[config.mk]
export PLATFORM = sky130hd
export DESIGN_NAME = mean_square_acc
export DESIGN_NICKNAME = d
export VERILOG_FILES = /design/src/rtl/rms_pkg.sv /design/src/rtl/sq_diff_stage.sv /design/src/rtl/mean_square_acc.sv
export SDC_FILE = /design/constraint.sdc
export NUM_CORES = 1
export LEC_CHECK = 0
export CAP_MARGIN = 20
export CORE_ASPECT_RATIO = 0.75
export CORE_MARGIN = 5
export CORE_UTILIZATION = 57
export DETAILED_ROUTE_END_ITERATION = 8
export MAX_ROUTING_LAYER = met4
export PLACE_DENSITY = 0.77
export SLEW_MARGIN = 0
export SYNTH_ARGS = -nofsm -noshare
export SYNTH_HDL_FRONTEND = slang
export SYNTH_SLANG_ARGS = --single-unit
[constraint.sdc]
create_clock -name CLK -period 8.1 [get_ports CLK]
set_input_delay 1.215 -clock CLK [delete_from_list [all_inputs] [get_ports CLK]]
set_output_delay 1.215 -clock CLK [all_outputs]
set_load 0.005 [all_outputs]
[src/rtl/rms_pkg.sv]
// Shared types and widths for the RMS front end (mean_square_acc -> sqrt32).
package rms_pkg;

    // Result handshake state towards sqrt32.
    typedef enum logic [1:0] {
        FREE,
        START,
        WAIT
    } res_state_t;

    // Width of sample - offset: one bit wider than a 16-bit sample.
    localparam int DIFF_W = 17;
    // Width of the squared difference; 65535^2 still fits unsigned.
    localparam int SQ_W   = 32;

    // Accumulator width for a window of 2^log2n squares.
    function automatic int acc_w(input int log2n);
        return 32 + log2n;
    endfunction

endpackage

[src/rtl/sq_diff_stage.sv]
// Stages 1-2 of the mean-square path: offset removal, then squaring.
// The valid bit travels alongside the data; clear/reset drop in-flight data.
module sq_diff_stage
    import rms_pkg::*;
#(
    parameter int SAMPLE_W = 16
) (
    input  logic                       CLK,
    input  logic                       RST_n,
    input  logic                       clear,
    input  logic signed [SAMPLE_W-1:0] sample,
    input  logic signed [SAMPLE_W-1:0] offset,
    input  logic                       sample_valid,
    output logic        [SQ_W-1:0]     sq_p2,
    output logic                       vld_p2
);

    logic signed [DIFF_W-1:0] diff_p1_q, diff_p1_d;
    logic                     vld_p1_q, vld_p1_d;
    logic        [SQ_W-1:0]   sq_p2_q, sq_p2_d;
    logic                     vld_p2_q, vld_p2_d;
    logic        [DIFF_W-1:0] mag;

    // Next-state for both stages: subtract on a valid sample, square the magnitude.
    always_comb begin
        vld_p1_d  = sample_valid;
        diff_p1_d = diff_p1_q;
        if (sample_valid) begin
            diff_p1_d = $signed({sample[SAMPLE_W-1], sample})
                      - $signed({offset[SAMPLE_W-1], offset});
        end
        // |diff| is at most 65535, so squaring the magnitude in 32 bits never wraps.
        mag = diff_p1_q[DIFF_W-1] ? $unsigned(-diff_p1_q) : $unsigned(diff_p1_q);
        vld_p2_d = vld_p1_q;
        sq_p2_d  = vld_p1_q ? (SQ_W'(mag) * SQ_W'(mag)) : sq_p2_q;
        if (clear) begin
            vld_p1_d  = 1'b0;
            diff_p1_d = '0;
            vld_p2_d  = 1'b0;
            sq_p2_d   = '0;
        end
    end

    // Pipeline registers for stage 1 (difference) and stage 2 (square).
    always_ff @(posedge CLK or negedge RST_n) begin
        if (!RST_n) begin
            diff_p1_q <= '0;
            vld_p1_q  <= 1'b0;
            sq_p2_q   <= '0;
            vld_p2_q  <= 1'b0;
        end else begin
            diff_p1_q <= diff_p1_d;
            vld_p1_q  <= vld_p1_d;
            sq_p2_q   <= sq_p2_d;
            vld_p2_q  <= vld_p2_d;
        end
    end

    assign sq_p2  = sq_p2_q;
    assign vld_p2 = vld_p2_q;

endmodule

[src/rtl/mean_square_acc.sv]
// Mean-square accumulator feeding sqrt32: accumulates 2^LOG2_N squared,
// offset-corrected samples and hands the truncated mean over with a start pulse.
// LOG2_N must lie in 1..8.
module mean_square_acc
    import rms_pkg::*;
#(
    parameter int SAMPLE_W = 16,
    parameter int LOG2_N   = 4
) (
    input  logic                       CLK,
    input  logic                       RST_n,
    input  logic                       clear,
    input  logic signed [SAMPLE_W-1:0] sample,
    input  logic                       sample_valid,
    input  logic signed [SAMPLE_W-1:0] offset,
    output logic        [31:0]         ms_out,
    output logic                       ms_start,
    input  logic                       sqrt_rdy,
    output logic                       busy,
    output logic                       overrun
);

    localparam int ACC_W = acc_w(LOG2_N);

    logic [SQ_W-1:0]   sq_p2;
    logic              vld_p2;

    logic [ACC_W-1:0]  acc_q, acc_d, acc_next;
    logic [LOG2_N-1:0] cnt_q, cnt_d;
    res_state_t        state_q, state_d;
    logic [31:0]       ms_out_q, ms_out_d;
    logic              overrun_q, overrun_d;
    logic              rdy_prev_q, rdy_prev_d;
    logic              done;
    logic              rdy_rise;
    logic [31:0]       mean;

    sq_diff_stage #(
        .SAMPLE_W (SAMPLE_W)
    ) u_sq_diff (
        .CLK          (CLK),
        .RST_n        (RST_n),
        .clear        (clear),
        .sample       (sample),
        .offset       (offset),
        .sample_valid (sample_valid),
        .sq_p2        (sq_p2),
        .vld_p2       (vld_p2)
    );

    // Stage 3 accumulation and the result handshake with sqrt32.
    always_comb begin
        acc_next   = acc_q + ACC_W'(sq_p2);
        mean       = acc_next[LOG2_N +: 32];
        done       = vld_p2 && (&cnt_q);
        rdy_rise   = sqrt_rdy && !rdy_prev_q;

        acc_d      = acc_q;
        cnt_d      = cnt_q;
        state_d    = state_q;
        ms_out_d   = ms_out_q;
        overrun_d  = overrun_q;
        rdy_prev_d = sqrt_rdy;

        // Bubbles leave acc/cnt alone; the closing square restarts the window.
        if (vld_p2) begin
            cnt_d = cnt_q + 1'b1;
            acc_d = done ? '0 : acc_next;
        end

        case (state_q)
            FREE: begin
                if (done) begin
                    ms_out_d = mean;
                    state_d  = START;
                end
            end
            START: begin
                state_d = WAIT;
                if (done) overrun_d = 1'b1;
            end
            WAIT: begin
                // A release coinciding with a new window hands the new result straight over.
                if (rdy_rise && done) begin
                    ms_out_d = mean;
                    state_d  = START;
                end else if (rdy_rise) begin
                    state_d = FREE;
                end else if (done) begin
                    overrun_d = 1'b1;
                end
            end
            default: state_d = FREE;
        endcase

        if (clear) begin
            acc_d      = '0;
            cnt_d      = '0;
            state_d    = FREE;
            ms_out_d   = '0;
            overrun_d  = 1'b0;
        end
    end

    // State, accumulator and result registers.
    always_ff @(posedge CLK or negedge RST_n) begin
        if (!RST_n) begin
            acc_q      <= '0;
            cnt_q      <= '0;
            state_q    <= FREE;
            ms_out_q   <= '0;
            overrun_q  <= 1'b0;
            rdy_prev_q <= 1'b0;
        end else begin
            acc_q      <= acc_d;
            cnt_q      <= cnt_d;
            state_q    <= state_d;
            ms_out_q   <= ms_out_d;
            overrun_q  <= overrun_d;
            rdy_prev_q <= rdy_prev_d;
        end
    end

    assign ms_out   = ms_out_q;
    assign ms_start = (state_q == START);
    assign busy     = (state_q != FREE);
    assign overrun  = overrun_q;

endmodule

# Word-level counts from Yosys, hierarchy flattened

Cells that the tools add are included.

Bits in registers: 127
Latch bits: 0
Memory bits (writable): 0
ROM bits: 0
Bits of input ports: 37
Output and inout port bits: 35
Logic and storage cells: 63
Memories kept: 0

$add $sub $neg: 4
Multipliers: 1
Divide/modulo/power cells: 0
$lt $le $gt $ge: 0
Equal/unequal tests: 7
Shift-type cells: 0
Mux-type cells: 26
Bitwise gates (word level): 0
Reduce and logical (&&, ||, !) cells: 15

Operators by type and width:

| operator                                             | count |
|---|---|
| two-way mux 32 bit                                   | 5 |
| two-way mux 36 bit                                   | 3 |
| one-hot mux 32 bit (2 select lines)                  | 1 |
| two-way mux 17 bit                                   | 3 |
| adder 36 x 32 -> 36 bit                              | 1 |
| multiplier 17 x 17 -> 32 bit                         | 1 |
| negation 17 bit                                      | 1 |
| subtractor 16 x 16 -> 17 bit                         | 1 |
| != test 3 bit (second input constant)                | 4 |
| two-way mux 2 bit                                    | 4 |
| two-way mux 4 bit                                    | 2 |
| nonzero test 2 bit                                   | 4 |
| two-way mux 1 bit                                    | 6 |
| one-hot mux 2 bit (3 select lines)                   | 1 |
| AND reduction 3 bit                                  | 2 |
| nonzero test 3 bit                                   | 2 |
| adder 4 x 1 -> 4 bit (second input constant)         | 1 |
| != test 4 bit (second input constant)                | 1 |
| AND reduction 4 bit                                  | 1 |
| logical AND 1 bit                                    | 3 |
| equality test 2 x 1 -> 1 bit (second input constant) | 1 |
| equality test 2 bit (second input constant)          | 1 |
| logical NOT 2 bit                                    | 1 |
| one-hot mux 1 bit (2 select lines)                   | 1 |
| 2 further kinds                                      | 2 |

# Depth between registers and ports, before layout

Gate-level depths: netlist of the first run.

Word-level depth: 7
Depth in mapped cells: 30
Mapped depth without buffers: 29

# Modules after synthesis

From an unflattened synthesis of the first run, not the netlist that was laid out.

Cells, all modules: 1,780
Area, all modules: 15,766.4 µm²

By module, submodules not included:

| module          | instances | cells each | area each (µm²) | sequential area each (µm²) |
|---|---|---|---|---|
| sq_diff_stage   | 1         | 1,249      | 10,996.8        | 1,251.2 |
| mean_square_acc | 1         | 531        | 4,769.6         | 1,901.8 |

# Worst setup path after synthesis of the first run

Ideal clock, no wire load.

Path kind: register to register
Start: reg u_sq_diff.diff_p1_q[6]
End: reg u_sq_diff.sq_p2_q[31] (netlist: u_sq_diff.sq_p2[31])
Library setup time: 0.126 ns
Arrival time: 7.424 ns
Required time: 7.974 ns
Setup slack: 0.550 ns
Stages on the path, launching flop included: 27
Path buffers: 1
Period minus slack after synthesis: 7.550 ns
Cell sequence: dfrtp_1 or3_1 or3_1 or3_4 and2_1 xnor2_2 inv_2 nand2_1 fa_1 fa_1 fa_1 inv_1 fa_1 fa_1 inv_1 fa_1 inv_1 ha_1 clkbuf_1 o21ai_0 o21ai_0 a31o_1 a31oi_1 o21ai_1 a41o_1 a311o_1 a221o_1

Word-level cells in the longest chain between the ends: 5

Ends and longest elaborated chain:

| what                             | RTL line            | RTL |
|---|---|---|
| from (decl)                      | sq_diff_stage.sv:18 | `logic signed [DIFF_W-1:0] diff_p1_q, diff_p1_d;` |
| from (signal assigned)           | sq_diff_stage.sv:52 | `diff_p1_q <= diff_p1_d;` |
| negation 17 bit                  | sq_diff_stage.sv:33 | `mag = diff_p1_q[DIFF_W-1] ? $unsigned(-diff_p1_q) : $unsigned(diff_p1_q);` |
| two-way mux 17 bit (*)           | sq_diff_stage.sv:33 |  |
| multiplier 17 x 17 -> 32 bit (*) | sq_diff_stage.sv:35 | `sq_p2_d = vld_p1_q ? (SQ_W'(mag) * SQ_W'(mag)) : sq_p2_q;` |
| two-way mux 32 bit (*)           | sq_diff_stage.sv:35 |  |
| two-way mux 32 bit (*)           | sq_diff_stage.sv:36 | `if (clear) begin` |
| to (signal assigned)             | sq_diff_stage.sv:54 | `sq_p2_q <= sq_p2_d;` |
| to (decl)                        | sq_diff_stage.sv:20 | `logic [SQ_W-1:0] sq_p2_q, sq_p2_d;` |

Every way passes the cells marked *; elsewhere a longest branch is shown, timed or not. The select of a mux whose other input is x is not followed.
A chain may end at the register's enable or synchronous reset.

# Worst setup path after layout of the first run

Ends and elaborated chain as after synthesis.

==> key figures, run 1 <==
Status
  • Status: finished, final reports clean

Pwr
  • Cell-internal power: between 0.002 and 0.003 W
  • Pwr/cell area: around 310 nW/µm²
  • Worst vdd ir: 0.000378 V
  • Leak pwr: 9.15 nW
  • Sequential cell fraction of total power: between 10% and 20%
  • Psw: approximately 0.0027 W
  • Sw Share: approximately 50%
  • Comb pwr share: a little over 70%
  • Clock power share: about 14%

Global route
  • Pin count of the biggest net entering global routing: 64
  • Vias in the first global route: 13100
  • Grt total ovfl: 0
  • First-pass GRT wire length: around 64000 µm
  • Initial antenna violation count: 0
  • Gr usage total: a little over a quarter

Clock network
  • CTS tree: yes
  • CTS Sinks: ~130
  • Bufs on Longest Clock Path: 2
  • CTS H-tree depth: 4
  • Clock-pin slew on the worst setup and hold paths: about 60 ps
  • Hold_buf cts: 0
  • Worst-Skew Late Latency: about 430 ps
  • Number of buffers created by CTS: 17
  • CTS root buffer: clkbuf_16

Worst setup path
  • WP data arrival: 8130 ps
  • CP Capture Type: flip-flop
  • Crit path max fanout: 10
  • Reg2reg setup slack: between 200 and 300 ps
  • Startpoint types: flip-flop
  • CP Class: flip-flop to flip-flop
  • Critical Path RT: 8410 ps
  • Slowest cell on crit path: fa_1
  • Max incr delay on CP: approximately 520 ps
  • Most frequent CP cell: fa_1

Place
  • Placed insts: 2139
  • GPL Wtd Cong: 1.00
  • HPWL Detailed: roughly 30000 µm
  • IO Port Bufs: between 70 and 80
  • Post-DP Area: 16800 µm²

Floorplan
  • Die area: 30700 µm²
  • Die Width: 201 µm
  • Starting density of the core: 57.8%
  • Die height: about 150 µm
  • Rows: 52
  • Core Area: approximately 27000 µm²
  • Num ports: roughly 70

Route
  • Via count: between 10000 and 15000
  • Iteration count of the initial detailed-routing pass: 5
  • WL/cell: between 15 and 20 µm
  • Via density: approximately 5.7
  • DRC viols: 0
  • Post-route ant nets: 0
  • Drt first-iter violations: between 700 and 800
  • Routed WL: around 38000 µm

Yosys
  • Synth warn: 0
  • Count leader, synth: inv_1
  • Post-synth top area share: 24.8%
  • Unique masters post-synth: 79
  • Sequential-to-total area share from yosys stat: around a fifth
  • Post-synth ARST share: 100%
  • Post-Syn Area: 15600 µm²
  • #FFs+latches synth: between 100 and 150
  • Post-Syn Area per Cell: 9.00 µm²
  • Commonest cells in the netlist: 316 x inv_1, 193 x fa_1, 181 x nand2_1
  • EDFF count, synth: 0
  • Gate count after technology mapping: around 1700
  • Ranking of synthesized cells by area: fa_1 25%, dfrtp_1 20%, ha_1 12%, inv_1 7.6%, nand2_1 4.4%
  • Synth area leader: fa_1
  • Post-synth top flop: dfrtp_1

Timing
  • Worst Tran Pin Value: approximately 1100 ps
  • Slew Limit Headroom: approximately a quarter
  • F_max: roughly 0.13 GHz
  • Slew Viols, Final: 0
  • Tcrit/Tclk final: 96.5%
  • Finish-stage setup viols: 0
  • Max Clock Skew: 8.22 ps
  • Tmin final: 7820 ps
  • Final Hold Vio Count: 0

Layout
  • Util after Layout: approximately two thirds
  • Area grow syn2layout: 12.3%
  • Antenna diodes: 0
  • Nets: between 2000 and 2500
  • Share of layout cells above drive strength 1: ~6%
  • Final non-filler cell total: between 2000 and 2500
  • Post-route cell area: between 15000 and 20000 µm²

Hold path
  • Worst hold path type: flip-flop to flip-flop

Job
  • Max-Cap Viols: 0
## state kept, by name, summed over array words and instances, names as in the netlist
signal	cells
acc_q	36
cnt_q	4
ms_out	32
overrun	1
rdy_prev_q	1
state_q	2
u_sq_diff.diff_p1_q	17
u_sq_diff.sq_p2	31
u_sq_diff.vld_p1_q	1
u_sq_diff.vld_p2	1
## cell type report
type	count	area [µm²]
Clock buffer	18	439
Clock inverter	14	143
Fill cell	2205	9460
Inverter	324	1220
Multi-Input combinational cell	1235	11100
Sequential cell	126	3150
Tap cell	351	439
Timing Repair Buffer	111	1030
## metal layers
layer / wire [µm] / global-route usage, % / vias to the layer above
met5: 0 / - / -
li1: - / - / 5811
met4: 966 / 7.34 / 0
met1: 16700 / 35.3 / 6071
met3: 2940 / 6.40 / 79
met2: 17000 / 40.1 / 434
## cells in the final DEF, fill, tap and decap left out, drive strengths merged, types with 6 or more instances in the layout
cell type,instances
a211oi,23
a21o,45
a21oi,84
a22o,24
a31oi,7
and2,9
buf,42
clkbuf,18
clkdlybuf4s50,69
clkinv,11
conb,11
dfrtp,126
fa,193
ha,149
inv,322
mux2i,21
nand2,184
nand2b,7
nand3,27
nand3b,13
nand4,13
nor2,142
nor2b,7
nor3,13
nor3b,7
nor4,6
o211ai,13
o21a,9
o21ai,51
o21bai,8
or3,8
xnor2,58
xor2,28
## worst paths after layout
check,cells past startpoint,to,startpoint
worst max-delay path,25,u_sq_diff.sq_p2[31],u_sq_diff.diff_p1_q[6]
worst min-delay path,2,acc_q[3],acc_q[3]
worst max register to register,25,u_sq_diff.sq_p2[31],u_sq_diff.diff_p1_q[6]
worst min register to register,2,acc_q[3],acc_q[3]
max in group asynchronous,3,u_sq_diff.sq_p2[10],RST_n
min in group asynchronous,1,state_q[1],RST_n
## power groups by stage
stage               clock (W)  sequential [W]  combinational [W]
floorplan                   0        0.000720            0.00290
global placement            0        0.000740            0.00379
detailed placement          0        0.000741            0.00389
CTS                  0.000770        0.000730            0.00392
global route         0.000799        0.000735            0.00449
finish               0.000762        0.000730            0.00396
## kinds of logic after synthesis
kind of cell,Yosys count,synth area share [%]
buf+inv,378,9.24
flops,126,20.3
simple gates,459,13.5
fa+ha+maj,342,36.8
mux,23,1.50
compound gates,314,13.7
xor+xnor,86,4.98
other cells,2,0.0482
## stage by stage
step                hold slack [ps]  worst slack (ps)  power [W]  setup TNS, ps
floorplan                       454               550    0.00362              0
global placement                466               372    0.00453              0
detailed placement              475               228    0.00463              0
CTS                             488               191    0.00542              0
global route                    511            -0.266    0.00602         -0.266
finish                          482               280    0.00545              0
## what timing repair did
action	4_1_cts	5_1_grt
endpoints found under the setup margin	0	4
buffers inserted	0	7
resized for setup	0	5
## worst max-delay path, delay by kind of cell, from the launching register on
kind / cells / cell delay (ps)
DFF: 1 / 460
AOI/OAI and AO/OA: 8 / 2070
adders and majority gates: 7 / 3150
buffers and inverters: 5 / 510
xor gates and xnor gates: 1 / 240
and+or+nand+nor: 4 / 1270
Note: power is estimated with default switching activity, not from simulation.
==> run 2: changes to the inputs <==
- HOLD_SLACK_MARGIN: not set -> 0.15
==> results of run 2 <==
Same layout as run 1: the final DEF is identical, and so are final timing and power.
==> run 3: changes to the inputs <==
- MAX_ROUTING_LAYER: met4 -> not set
==> run 3 against run 2 <==
Die area is the same. Utilization is essentially flat. Via count decreased by 0.15%. Total power is 1.1% higher. Clock-buffer cell count fell by 1. Cell area about the same. Final cell count about the same. Sequential power hardly changed. Largest cell class unchanged. Highest routed layer unchanged.
==> key figures, run 3 (synthesis results as in run 1) <==
Status
  • Status: finished, final reports clean

Timing
  • Max Clock Skew: roughly 22 ps
  • Finish-stage setup viols: 0
  • Slew Limit Headroom: a little over a third
  • Slew Viols, Final: 0
  • Worst Tran Pin Value: around 970 ps
  • Final worst slack: about 250 ps
  • Tmin final: around 7800 ps
  • F_max: between 0.1 and 0.15 GHz
  • Tcrit/Tclk final: between 90% and 100%
  • Final Hold Vio Count: 0

Worst setup path
  • Crit path max fanout: 8
  • Crit path buf inv count: 5
  • Critical Path RT: about 8400 ps
  • WP data arrival: approximately 8200 ps
  • Startpoint types: flip-flop
  • Most frequent CP cell: fa_1
  • Slowest cell on crit path: fa_1
  • Max incr delay on CP: 590 ps
  • CP Capture Type: flip-flop
  • Cell family contributing the most delay on the critical path: adder cells
  • CP Class: flip-flop to flip-flop

Route
  • DRC viols: 0
  • Iteration count of the initial detailed-routing pass: 5
  • Drt first-iter violations: roughly 820
  • Via count: approximately 12000
  • Post-route ant nets: 0
  • Via density: 5.68
  • Routed WL: approximately 38000 µm
  • WL/cell: around 17 µm

Hold path
  • Worst hold path type: flip-flop to flip-flop

Place
  • HPWL Detailed: 30200 µm
  • Placed insts: between 2000 and 2500
  • GPL Wtd Cong: 0.967
  • Placement Setup Slack: approximately 110 ps
  • IO Port Bufs: 71

Floorplan
  • Die area: 30700 µm²
  • Core Area: 26900 µm²
  • Die height: 153 µm
  • Die Width: about 200 µm
  • Starting density of the core: 57.8%
  • Rows: 52
  • Num ports: around 70

Pwr
  • Leak pwr: about 9.1 nW
  • Tot Pwr: approximately 0.0055 W
  • Worst vdd ir: about 0.00033 V
  • Pwr/cell area: 315 nW/µm²

Clock network
  • Number of buffers created by CTS: 17
  • Clock-pin slew on the worst setup and hold paths: approximately 60 ps
  • CTS Sinks: 126
  • CTS tree: yes
  • CTS root buffer: clkbuf_16
  • Bufs on Longest Clock Path: 2
  • CTS H-tree depth: 4
  • Worst-Skew Late Latency: around 440 ps
  • Hold_buf cts: 0

Layout
  • Share of layout cells above drive strength 1: 6.13%
  • Largest reg by FF count: acc_q
  • Final non-filler cell total: 2178
  • Area grow syn2layout: 12.3%
  • Antenna diodes: 0
  • Fillcell total: roughly 2200
  • Nets: between 2000 and 2500
  • Most frequent cells in the layout: 316 x inv_1, 193 x fa_1, 181 x nand2_1, 148 x ha_1, 141 x nor2_1
  • Max reg flops: 36
  • Leading cell type in the layout, fill and taps excluded: inv_1

Global route
  • First-pass GRT wire length: ~65000 µm
  • Vias in the first global route: approximately 13000
  • Pin count of the biggest net entering global routing: 69
  • Gr usage total: 25.5%
  • Initial antenna violation count: 0
  • Grt total ovfl: 0

Job
  • Max-Cap Viols: 0
run 3: report_power, final:
group          internal (W)  total (W)  switching, W
Sequential         0.000683   0.000731     0.0000482
Combinational       0.00164    0.00404       0.00240
Clock              0.000449   0.000744      0.000295
Total               0.00277    0.00551       0.00274
run 3: final cells by class:
type	instances	area (µm²)	share of cell area (%)
well taps	351	439	2.51
multi-input cells	1235	11100	63.3
flip-flops and latches	126	3160	18.1
clock buffers	17	425	2.43
inverters	324	1220	7.00
clock inverters	15	146	0.837
repair buffers	110	1020	5.83
run 3: tightest hold or removal path, delay by kind of cell, from the launching register on:
| kind | cells | cell delay (ps) |
|---|---|---|
| AND/OR/NAND/NOR | 1 | 50 |
| AO/OA/AOI/OAI | 1 | 60 |
| flip-flops | 1 | 340 |
run 3: metrics by stage:
step	hold WS [ps]	setup TNS, ps	area [µm²]	utilization (%)
6_report	492	0	17500	64.9
5_1_grt	527	-119	17500	64.9
4_1_cts	491	0	17300	64.4
3_5_place_dp	478	0	16800	62.3
3_3_place_gp	466	0	16800	62.3
2_1_floorplan	454	0	15600	-
run 3: timing repair:
item                       CTS  global route
setup buffers                0             7
resized for setup            0            13
setup endpoints to repair    0             8
run 3: layer usage:
metal  vias to the layer above  wire length, µm  track usage, %
met3                        74             2670            5.27
li1                       5798                -               -
met2                       418            17000            40.2
met1                      6086            17000            35.9
met5                         -                0               0
met4                         0             1080            7.66
run 3: final timing paths:
kind	from	end	slack [ps]	cells after the start
min in group asynchronous	RST_n	overrun	830	1
max	u_sq_diff.diff_p1_q[6]	u_sq_diff.sq_p2[24]	250	26
min reg2reg	acc_q[23]	acc_q[23]	490	2
max in group asynchronous	RST_n	u_sq_diff.diff_p1_q[6]	5820	2
min	acc_q[23]	acc_q[23]	490	2
max reg2reg	u_sq_diff.diff_p1_q[6]	u_sq_diff.sq_p2[24]	250	26
